===== src/rtl/bldc_commutator.sv =====
// bldc_commutator
//   Six-step BLDC commutation engine. Synchronises and debounces the three
//   hall inputs, decodes them to a sector, and drives the six bridge gate
//   enables through an OFF/DEAD/DRIVE sequencer that inserts dead time on every
//   pattern change. It also keeps a signed step count and the period between
//   the last two counted steps.
//
// Ports
//   CLK          system clock
//   reset_n      asynchronous active-low reset
//   hall[2:0]    raw hall inputs {hall1,hall2,hall3}, asynchronous
//   enable       1 = drive bridge, 0 = all gates off
//   dir          1 = forward table, 0 = reverse table
//   brake        1 = all low sides on (needs enable, overrides dir)
//   deadtime     dead-time length in CLK cycles (0 behaves as 1)
//   pwm_in       PWM chopping applied to the high sides
//   gate_h[2:0]  {INHA,INHB,INHC}
//   gate_l[2:0]  {INLA,INLB,INLC}
//   sector[2:0]  decoded sector 0..5, 7 = unknown/invalid
//   hall_fault   accepted hall code is 000 or 111
//   step_error   one-cycle pulse on a non-adjacent sector jump
//   step_count   signed commutation step count
//   step_period  CLK cycles between the last two counted steps
//   period_valid step_period is meaningful
//
// Gate sequencer states
//   state    | meaning
//   ---------+-----------------------------------------------------------
//   ST_OFF   | all gates off, target is all-off
//   ST_DEAD  | all gates off, counting dead time before the next pattern
//   ST_DRIVE | pattern latched and driven to the bridge

module bldc_commutator #(
  parameter int HALL_FILTER_CYCLES = 16,
  parameter int DEADTIME_WIDTH     = 10,
  parameter int PERIOD_WIDTH       = 24
) (
  input  logic                      CLK,
  input  logic                      reset_n,
  input  logic [2:0]                hall,
  input  logic                      enable,
  input  logic                      dir,
  input  logic                      brake,
  input  logic [DEADTIME_WIDTH-1:0] deadtime,
  input  logic                      pwm_in,
  output logic [2:0]                gate_h,
  output logic [2:0]                gate_l,
  output logic [2:0]                sector,
  output logic                      hall_fault,
  output logic                      step_error,
  output logic [31:0]               step_count,
  output logic [PERIOD_WIDTH-1:0]   step_period,
  output logic                      period_valid
);

  localparam int FCW = $clog2(HALL_FILTER_CYCLES + 1);
  localparam logic [FCW-1:0] FILT_N = FCW'(HALL_FILTER_CYCLES);
  localparam logic [PERIOD_WIDTH-1:0] PER_MAX = '1;
  localparam logic [PERIOD_WIDTH-1:0] PER_SAT = PER_MAX - PERIOD_WIDTH'(1);
  localparam logic [2:0] SEC_NONE = 3'd7;

  typedef enum logic [1:0] {
    ST_OFF   = 2'd0,
    ST_DEAD  = 2'd1,
    ST_DRIVE = 2'd2
  } state_t;

  function automatic logic [2:0] decode_hall(input logic [2:0] h);
    logic [2:0] s;
    case (h)
      3'b101:  s = 3'd0;
      3'b100:  s = 3'd1;
      3'b110:  s = 3'd2;
      3'b010:  s = 3'd3;
      3'b011:  s = 3'd4;
      3'b001:  s = 3'd5;
      default: s = SEC_NONE;
    endcase
    return s;
  endfunction

  function automatic logic [2:0] sec_inc(input logic [2:0] s);
    return (s == 3'd5) ? 3'd0 : s + 3'd1;
  endfunction

  function automatic logic [2:0] sec_dec(input logic [2:0] s);
    return (s == 3'd0) ? 3'd5 : s - 3'd1;
  endfunction

  // ---------------------------------------------------------------------
  // Hall synchroniser and debounce filter
  // ---------------------------------------------------------------------
  logic [2:0]     hall_s1_q, hall_s2_q;
  logic [2:0]     hall_cand_q, hall_cand_d;
  logic [FCW-1:0] filt_cnt_q, filt_cnt_d;
  logic           accept;

  // The counter holds the number of consecutive equal synchronised samples,
  // including the current one, so a code is accepted on the same edge its
  // HALL_FILTER_CYCLES-th sample is seen.
  always_comb begin
    hall_cand_d = hall_cand_q;
    filt_cnt_d  = filt_cnt_q;
    if (hall_s2_q != hall_cand_q) begin
      hall_cand_d = hall_s2_q;
      filt_cnt_d  = FCW'(1);
    end else if (filt_cnt_q != FILT_N) begin
      filt_cnt_d = filt_cnt_q + FCW'(1);
    end
    accept = (filt_cnt_d == FILT_N);
  end

  // ---------------------------------------------------------------------
  // Sector decode, step counting, step period
  // ---------------------------------------------------------------------
  logic [2:0]              sector_q, sector_d;
  logic                    hall_fault_q, hall_fault_d;
  logic                    step_err_q, step_err_d;
  logic [31:0]             step_count_q, step_count_d;
  logic [PERIOD_WIDTH-1:0] per_cnt_q, per_cnt_d;
  logic [PERIOD_WIDTH-1:0] step_period_q, step_period_d;
  logic                    period_valid_q, period_valid_d;
  logic                    per_armed_q, per_armed_d;
  logic [2:0]              new_sec;
  logic                    counted;

  always_comb begin
    new_sec      = decode_hall(hall_s2_q);
    sector_d     = sector_q;
    hall_fault_d = hall_fault_q;
    step_err_d   = 1'b0;
    step_count_d = step_count_q;
    counted      = 1'b0;
    if (accept) begin
      sector_d     = new_sec;
      hall_fault_d = (new_sec == SEC_NONE);
      if (sector_q != SEC_NONE && new_sec != SEC_NONE && new_sec != sector_q) begin
        if (new_sec == sec_inc(sector_q)) begin
          step_count_d = step_count_q + 32'd1;
          counted      = 1'b1;
        end else if (new_sec == sec_dec(sector_q)) begin
          step_count_d = step_count_q - 32'd1;
          counted      = 1'b1;
        end else begin
          step_err_d = 1'b1;
        end
      end
    end
  end

  // per_armed marks that a counted step has been seen since reset or the last
  // saturation, so the next step measures a real interval. Saturation is
  // taken on the cycle the counter reaches all-ones; a step on that same
  // cycle takes priority and reports the full-scale period.
  always_comb begin
    per_cnt_d      = (per_cnt_q == PER_MAX) ? per_cnt_q : per_cnt_q + PERIOD_WIDTH'(1);
    step_period_d  = step_period_q;
    period_valid_d = period_valid_q;
    per_armed_d    = per_armed_q;
    if (counted) begin
      per_cnt_d   = '0;
      per_armed_d = 1'b1;
      if (per_armed_q) begin
        step_period_d  = per_cnt_q + PERIOD_WIDTH'(1);
        period_valid_d = 1'b1;
      end
    end else if (per_cnt_q == PER_SAT) begin
      period_valid_d = 1'b0;
      per_armed_d    = 1'b0;
    end
  end

  always_ff @(posedge CLK or negedge reset_n) begin
    if (!reset_n) begin
      hall_s1_q      <= '0;
      hall_s2_q      <= '0;
      hall_cand_q    <= '0;
      filt_cnt_q     <= '0;
      sector_q       <= SEC_NONE;
      hall_fault_q   <= 1'b0;
      step_err_q     <= 1'b0;
      step_count_q   <= '0;
      per_cnt_q      <= '0;
      step_period_q  <= '0;
      period_valid_q <= 1'b0;
      per_armed_q    <= 1'b0;
    end else begin
      hall_s1_q      <= hall;
      hall_s2_q      <= hall_s1_q;
      hall_cand_q    <= hall_cand_d;
      filt_cnt_q     <= filt_cnt_d;
      sector_q       <= sector_d;
      hall_fault_q   <= hall_fault_d;
      step_err_q     <= step_err_d;
      step_count_q   <= step_count_d;
      per_cnt_q      <= per_cnt_d;
      step_period_q  <= step_period_d;
      period_valid_q <= period_valid_d;
      per_armed_q    <= per_armed_d;
    end
  end

  // ---------------------------------------------------------------------
  // Target pattern {high[2:0], low[2:0]}
  // ---------------------------------------------------------------------
  logic [5:0] tgt;

  always_comb begin
    tgt = '0;
    if (enable && sector_q != SEC_NONE) begin
      if (brake) begin
        tgt = 6'b000_111;
      end else begin
        case ({dir, sector_q})
          4'b1_000: tgt = 6'b001_010;
          4'b1_001: tgt = 6'b100_010;
          4'b1_010: tgt = 6'b100_001;
          4'b1_011: tgt = 6'b010_001;
          4'b1_100: tgt = 6'b010_100;
          4'b1_101: tgt = 6'b001_100;
          4'b0_000: tgt = 6'b010_001;
          4'b0_001: tgt = 6'b010_100;
          4'b0_010: tgt = 6'b001_100;
          4'b0_011: tgt = 6'b001_010;
          4'b0_100: tgt = 6'b100_010;
          4'b0_101: tgt = 6'b100_001;
          default:  tgt = 6'b000_000;
        endcase
      end
    end
  end

  // ---------------------------------------------------------------------
  // Gate sequencer
  // ---------------------------------------------------------------------
  state_t                    state_q, state_d;
  logic [5:0]                pat_q, pat_d;
  logic [5:0]                dead_tgt_q, dead_tgt_d;
  logic [DEADTIME_WIDTH-1:0] dt_cnt_q, dt_cnt_d;
  logic [DEADTIME_WIDTH-1:0] dt_load;

  assign dt_load = (deadtime == '0) ? DEADTIME_WIDTH'(1) : deadtime;

  // dead_tgt remembers the target that started the current dead period, so
  // a target change while waiting restarts the full dead time.
  always_comb begin
    state_d    = state_q;
    pat_d      = pat_q;
    dead_tgt_d = dead_tgt_q;
    dt_cnt_d   = dt_cnt_q;
    case (state_q)
      ST_OFF: begin
        pat_d = '0;
        if (tgt != '0) begin
          state_d    = ST_DEAD;
          dt_cnt_d   = dt_load;
          dead_tgt_d = tgt;
        end
      end
      ST_DEAD: begin
        pat_d = '0;
        if (tgt == '0) begin
          state_d = ST_OFF;
        end else if (tgt != dead_tgt_q) begin
          dt_cnt_d   = dt_load;
          dead_tgt_d = tgt;
        end else if (dt_cnt_q == DEADTIME_WIDTH'(1)) begin
          state_d = ST_DRIVE;
          pat_d   = tgt;
        end else begin
          dt_cnt_d = dt_cnt_q - DEADTIME_WIDTH'(1);
        end
      end
      ST_DRIVE: begin
        if (tgt == '0) begin
          state_d = ST_OFF;
          pat_d   = '0;
        end else if (tgt != pat_q) begin
          state_d    = ST_DEAD;
          pat_d      = '0;
          dt_cnt_d   = dt_load;
          dead_tgt_d = tgt;
        end
      end
      default: begin
        state_d = ST_OFF;
        pat_d   = '0;
      end
    endcase
  end

  always_ff @(posedge CLK or negedge reset_n) begin
    if (!reset_n) begin
      state_q    <= ST_OFF;
      pat_q      <= '0;
      dead_tgt_q <= '0;
      dt_cnt_q   <= '0;
    end else begin
      state_q    <= state_d;
      pat_q      <= pat_d;
      dead_tgt_q <= dead_tgt_d;
      dt_cnt_q   <= dt_cnt_d;
    end
  end

  // ---------------------------------------------------------------------
  // Outputs
  // ---------------------------------------------------------------------
  assign gate_h       = pat_q[5:3] & {3{pwm_in}};
  assign gate_l       = pat_q[2:0];
  assign sector       = sector_q;
  assign hall_fault   = hall_fault_q;
  assign step_error   = step_err_q;
  assign step_count   = step_count_q;
  assign step_period  = step_period_q;
  assign period_valid = period_valid_q;

endmodule


===== config.mk =====
export PLATFORM = sky130hd
export DESIGN_NAME = bldc_commutator
export DESIGN_NICKNAME = d
export VERILOG_FILES = /design/src/rtl/bldc_commutator.sv
export SDC_FILE = /design/constraint.sdc
export NUM_CORES = 1
export LEC_CHECK = 0
export ABC_AREA = 1
export CORE_MARGIN = 2
export CORE_UTILIZATION = 36
export DETAILED_ROUTE_END_ITERATION = 7
export GPL_TIMING_DRIVEN = 0
export HOLD_SLACK_MARGIN = 0.15
export PLACE_DENSITY_LB_ADDON = 0.3
export SYNTH_ARGS = -nofsm -noshare
export SYNTH_HDL_FRONTEND = slang
export SYNTH_SLANG_ARGS = --single-unit

===== constraint.sdc =====
create_clock -name CLK -period 4.7 [get_ports CLK]
set_input_delay 1.175 -clock CLK [delete_from_list [all_inputs] [get_ports CLK]]
set_output_delay 1.175 -clock CLK [all_outputs]
set_load 0.1 [all_outputs]

==> results of run 1 <==
[layout by cell type (no fill, tap or decap), types with 12 or more instances in the layout]
cell / instances
nand2_1: 357
inv_1: 131
dfrtp_1: 122
nor2_1: 95
clkdlybuf4s50_1: 85
nand3_1: 70
a21oi_1: 55
o21ai_0: 45
xor2_1: 41
ha_1: 41
nand4_1: 28
xnor2_1: 26
nand2_2: 17
clkbuf_16: 17
nor3_1: 15
o21ai_1: 15
o21ai_2: 12
[what timing repair did]
action	4_1_cts	5_1_grt
gates resized for setup	0	1
endpoints found under the setup margin	0	2
buffers inserted	0	0
[worst paths after layout]
check	slack (ns)	startpoint	endpoint	cells past startpoint
max in group asynchronous	3.25	reset_n	dead_tgt_q[0]	2
worst min-delay path	0.35	hall_s1_q[2]	hall_s2_q[2]	0
worst max register to register	0.31	sector[1]	step_count[29]	17
worst min register to register	0.35	hall_s1_q[2]	hall_s2_q[2]	0
worst max-delay path	0.31	sector[1]	step_count[29]	17
min in group asynchronous	0.72	reset_n	step_period[19]	1
[sequential cells by signal, indices dropped and copies added, names as in the netlist, 5 cells and up]
register / count
per_cnt_q: 24
pat_q: 6
dead_tgt_q: 6
filt_cnt_q: 5
step_period: 24
step_count: 32
dt_cnt_q: 10
[power by group]
group          internal, mW  switching, mW
Clock                 0.897          0.538
Sequential             1.15         0.0667
Combinational         0.198          0.385
Total                  2.24          0.990
[layer usage]
metal / global-route usage (%) / share of wire (%) / up-vias
met5: 0 / 0 / -
met4: 5.11 / 1.6 / 0
met3: 3.17 / 4.2 / 22
met2: 28.1 / 44 / 151
met1: 24.9 / 50 / 3468
li1: - / - / 3940
[area by class of cell]
type,instances,area [µm²],area share (%)
Multi-Input combinational cell,867,4590,44.5
Tap cell,313,392,3.79
Sequential cell,125,3130,30.3
Clock buffer,17,425,4.12
Timing Repair Buffer,87,890,8.61
Inverter,138,519,5.02
Clock inverter,15,210,2.03
Buffer,26,173,1.67
[metrics by stage]
| step | utilization (%) | total power, mW |
|---|---|---|
| 6_report | 45.4 | 3.23 |
| 3_3_place_gp | 42.5 | 1.80 |
| 3_5_place_dp | 42.6 | 1.81 |
| 2_1_floorplan | - | 1.66 |
| 4_1_cts | 45.4 | 3.26 |
| 5_1_grt | 45.4 | 3.41 |
[cells by family after synthesis]
group,Yosys count
flip-flops,125
XOR/XNOR,67
buffers and inverters,164
adder cells (fa/ha/maj),42
AND/OR/NAND/NOR,606
AO/OA/AOI/OAI,152
[worst max-delay path, delay by kind of cell (launching register included)]
kind / cells / cell delay, ns
xor gates and xnor gates: 1 / 0.17
buffers and inverters: 1 / 0.14
DFF: 1 / 0.62
AOI/OAI and AO/OA: 2 / 1.01
adders and majority gates: 2 / 0.78
and+or+nand+nor: 11 / 1.56
==> flow_summary.yaml, run 1 <==
critical_path:
  path_common_cell: "nand2_1"
  start_kind: "flop"
  crit_chain: "inv_1 -> ha_1 -> nand2_1 -> nand2_1 -> xor2_1 -> nor2_1 -> nand2_2 -> ha_1 -> nand2_1 -> o21ai_0 -> nor2_1 -> o21ai_0 -> nand2_1 -> nand3_1 -> nand2_1 -> nand2_1 -> nand2_1"
  critPathCaptureType: "flop"
  cp.required_ns: 5.02
  worstSetupPathType: "flop to flop"
  slowest_stage: "o21ai_0"
  slowest_delay_ns: 0.68
  critPathArrivalTime_ns: 4.71
  critPathMaxFanout: 33
sta:
  hold_violations: 0
  finalWorstPathRequiredPeriod_ns: 4.39
  post-route-period-util_pct: 93.4
  slew_headroom_pct: 29.8
  rsz0062_at_grt: "no"
  worstMarginPinSlew_ns: 1.05
  setup_viol: 0
  finClkSkew_ns: 0.0118
  setup_tns_ns: 0
  slew_viol_final: 0
  holdWs_ns: 0.345
  setup_ws_ns: 0.310
  fmax_ghz: 0.228
synthesis:
  yosysUniqueCellTypes: 45
  ys_ff_latch: 125
  syn-num-nets: 1217
  synth.yosys.seq_area_share_pct: 37.2
  syn_inst: 1156
  yosysMostFrequentCell: "nand2_1"
  synth_top_family_by_area: "simple AND/OR/NAND/NOR gates"
  synth-edff-count: 0
  yosysWarnings: 0
  synth_compound_area_share_pct: 10.4
  netlist.area_leader.share_pct: 36.3
  synthXorXnorAreaFrac_pct: 6.97
  avgSynthCellArea_um2: 7.28
  synth.top_cells.by_area: "dfrtp_1 36%, nand2_1 16%, ha_1 6.1%"
  synthMuxAreaShare_pct: 0
  synth-simple-area-share_pct: 30.9
  synth.top_cells.by_count: "357 x nand2_1, 131 x inv_1, 122 x dfrtp_1"
  ys.flop_type: "dfrtp_1"
  async_flop_share_pct: 100
  yosys.area_share.adder_pct: 6.33
  netlist_area_um2: 8420
  synth_top_area_cell: "dfrtp_1"
placed_design:
  post-place-ws_ns: 0.270
  finalWeightedCongestion: 0.926
  dp_hpwl_um: 16000
  numPortBuffers: 86
  dp.cells: 1556
  dpl_cell_area_um2: 9700
die:
  die_y_um: 157
  die_x_um: 157
  io_pins: 87
  initial_utilization_pct: 37.0
  num_rows: 55
  die_area_um2: 24600
  coreArea_um2: 22800
pwr:
  power_density_nw_per_um2: 313
  irDropWorstVdd_v: 0.000182
  p_leak_nw: 5.41
cts:
  cts_root_buffer: "clkbuf_16"
  cts_buffers: 17
  numClockSinks: 125
  tritoncts: "yes"
  h-tree-depth: 4
  clk_pin_slew_ns: 0.06
  cts_hold_buf: 0
  clock_latency_ns: 0.43
  cts_max_path_buffers: 2
global_routing:
  grt_pass1_vias: 7248
  grt_pass1_wl_um: 35200
  grtUsageTotal_pct: 17.8
  grt_overflow: 0
  grt_max_degree: 64
  antenna_found_initial: 0
final_layout:
  drive_above_1_share_pct: 8.31
  n_antenna_cell: 0
  area_growth_pct: 22.8
  nFillCells: 2271
  fin_area_um2: 10300
  finish.net_count: 1323
  final_cells: 1588
routing:
  detail-route-antenna-nets: 0
  vias: 7581
  routed_wl_um: 20800
  drtIter0Drc: 415
  vias_per_cell: 4.77
  drc: 0
  wl_per_cell_um: 13.1
  first_pass_iters: 5
flow_run:
  maxCapViolations: 0
hold_path:
  hp-class: "flop to flop"
outcome:
  status: "finished, final reports clean"
Power figures use the tool's default switching activity.
==> run 2, diff against run 1 <==
- CORE_MARGIN: 2 -> 4
==> run 2 against run 1 <==
Against the previous run:
- register-to-register slack better by 0.24 ns
- via count up 1.3%
- sequential power about the same
- core utilization down 0.32 points
- design area down 0.41%
==> flow_summary.yaml, run 2 (synthesized netlist as in run 1, its figures left out) <==
cts:
  post_cts.repair.setup_buffers: 0
  cts_buffers: 17
  cts_max_path_buffers: 2
  tritoncts: "yes"
  clock_latency_ns: 0.42
  h-tree-depth: 4
  cts_root_buffer: "clkbuf_16"
  clk_pin_slew_ns: 0.06
  numClockSinks: 125
critical_path:
  start_kind: "flop"
  critPathArrivalTime_ns: 4.45
  crit_chain: "inv_1 -> ha_1 -> nand2_1 -> nand2_1 -> xor2_1 -> nor2_1 -> nand2_4 -> ha_1 -> nand2_1 -> o21ai_0 -> nor2_1 -> o21ai_0 -> nand2_1 -> nand3_1 -> nand2_1 -> nand2_1 -> nand2_1"
  r2r_cells: 17
  critPathCaptureType: "flop"
  worstSetupPathType: "flop to flop"
  cp.required_ns: 5.01
  reg2reg_slack_ns: 0.55
  slowest_delay_ns: 0.61
  critPathMaxFanout: 33
  path_common_cell: "nand2_1"
  reg2reg_from: "sector[1]"
  slowest_stage: "dfstp_2"
  r2r-end: "step_count[21]"
final_layout:
  final_cell_mix: "357 x nand2_1, 131 x inv_1, 122 x dfrtp_1"
  drive_above_1_share_pct: 8.24
  area_growth_pct: 22.3
  n_antenna_cell: 0
  finish.net_count: 1323
  largest_reg_flops: 32
  fin_area_um2: 10300
  final_common_cell: "nand2_1"
die:
  die_y_um: 161
  initial_utilization_pct: 36.8
  num_rows: 55
  coreArea_um2: 22800
  io_pins: 87
  die_x_um: 161
  die_area_um2: 25900
flow_run:
  maxCapViolations: 0
placed_design:
  finalWeightedCongestion: 0.944
  dp_hpwl_um: 16500
  dpl_cell_area_um2: 9700
  post-place-ws_ns: 0.267
  numPortBuffers: 86
routing:
  wl_per_cell_um: 13.7
  detail-route-antenna-nets: 0
  drtIter0Drc: 437
  first_pass_iters: 7
  drc: 0
  vias: 7677
  vias_per_cell: 4.83
  routed_wl_um: 21700
global_routing:
  grtUsageTotal_pct: 17.1
  antenna_found_initial: 0
  grt_pass1_wl_um: 36800
  grt_pass1_vias: 7475
  grt_max_degree: 65
  grt_overflow: 0
sta:
  slew_headroom_pct: 29.5
  fmax_ghz: 0.241
  setup_ws_ns: 0.554
  finalWorstPathRequiredPeriod_ns: 4.15
  slew_viol_final: 0
  setup_viol: 0
  finClkSkew_ns: 0.0150
  rsz0062_at_grt: "no"
  hold_violations: 0
  worstMarginPinSlew_ns: 1.05
  post-route-period-util_pct: 88.2
pwr:
  power_density_nw_per_um2: 306
  irDropWorstVdd_v: 0.000196
  p_leak_nw: 5.39
hold_path:
  hp-class: "flop to flop"
  hold_end: "hall_s2_q[1]"
  hold_depth: 0
  min-delay-start: "hall_s1_q[1]"
outcome:
  status: "finished, final reports clean"
## run 2: cell types whose count changed in the layout (fill, tap and decap cells not counted), sizes merged
cell | previous run | this run
inv | 141 | 142
clkinv | 5 | 4
clkinvlp | 3 | 4
bufinv | 4 | 2
clkbuf | 22 | 23
## run 2: metrics by stage
stage               std cells  total power [mW]  hold WS [ns]  setup TNS (ns)  utilization [%]
finish                   1588              3.15         0.345               0             45.0
detailed placement       1556              1.82         0.336               0             42.5
CTS                      1588              3.18         0.349               0             45.0
global placement         1555              1.81         0.336         -323.71             42.3
floorplan                1156              1.66         0.331               0                -
global route             1588              3.33         0.364               0             45.0
## run 2: what timing repair did
item                                    in CTS  in global routing
hold buffers                                 0                  0
gates resized for setup                      0                  2
endpoints found under the setup margin       0                  3
## run 2: area by class of cell
class	count	area (µm²)
clock inverters	14	159
well taps	313	392
plain buffers	26	173
flip-flops and latches	125	3130
repair buffers	87	890
clock buffers	18	429
multi-input cells	867	4600
fillers	2346	12600
inverters	138	519
## run 2: worst max path at each step
stage	from	to	slack [ns]	cells after the start
after floorplan	sector[1]	step_count[23]	0.81	17
after global placement	reset_n	dt_cnt_q[5]	-2.64	1
after detailed placement	sector[1]	step_count[23]	0.27	17
after CTS	sector[1]	step_count[23]	0.23	17
after global routing	sector[1]	step_count[27]	0.28	17
final	sector[1]	step_count[21]	0.55	17
## run 2: power by group
part	switching (mW)	leakage, nW	internal [mW]
combinational	0.394	3.44	0.198
clock	0.547	0.276	0.792
sequential	0.0684	1.67	1.15
## run 2: critical path, delay by kind of cell, from the launching register on
kind,cells,cell delay (ns)
AO/OA/AOI/OAI,2,0.93
XOR/XNOR,1,0.17
adder cells (fa/ha/maj),2,0.68
buffers and inverters,1,0.13
flip-flops,1,0.61
AND/OR/NAND/NOR,11,1.50
## run 2: routing by layer
layer / vias up / global-route usage (%) / part of all wire, %
met5: - / 0 / 0
met4: 0 / 4.11 / 1.3
met3: 20 / 3.85 / 4.0
met2: 158 / 27.2 / 46
met1: 3562 / 23.9 / 49
li1: 3937 / - / -
==> run 3, diff against run 2 <==
- ABC_CLOCK_PERIOD_IN_PS: unset -> 4700
==> results of run 3 <==
Same layout as run 2: the final DEF is identical, and so are final timing and power.
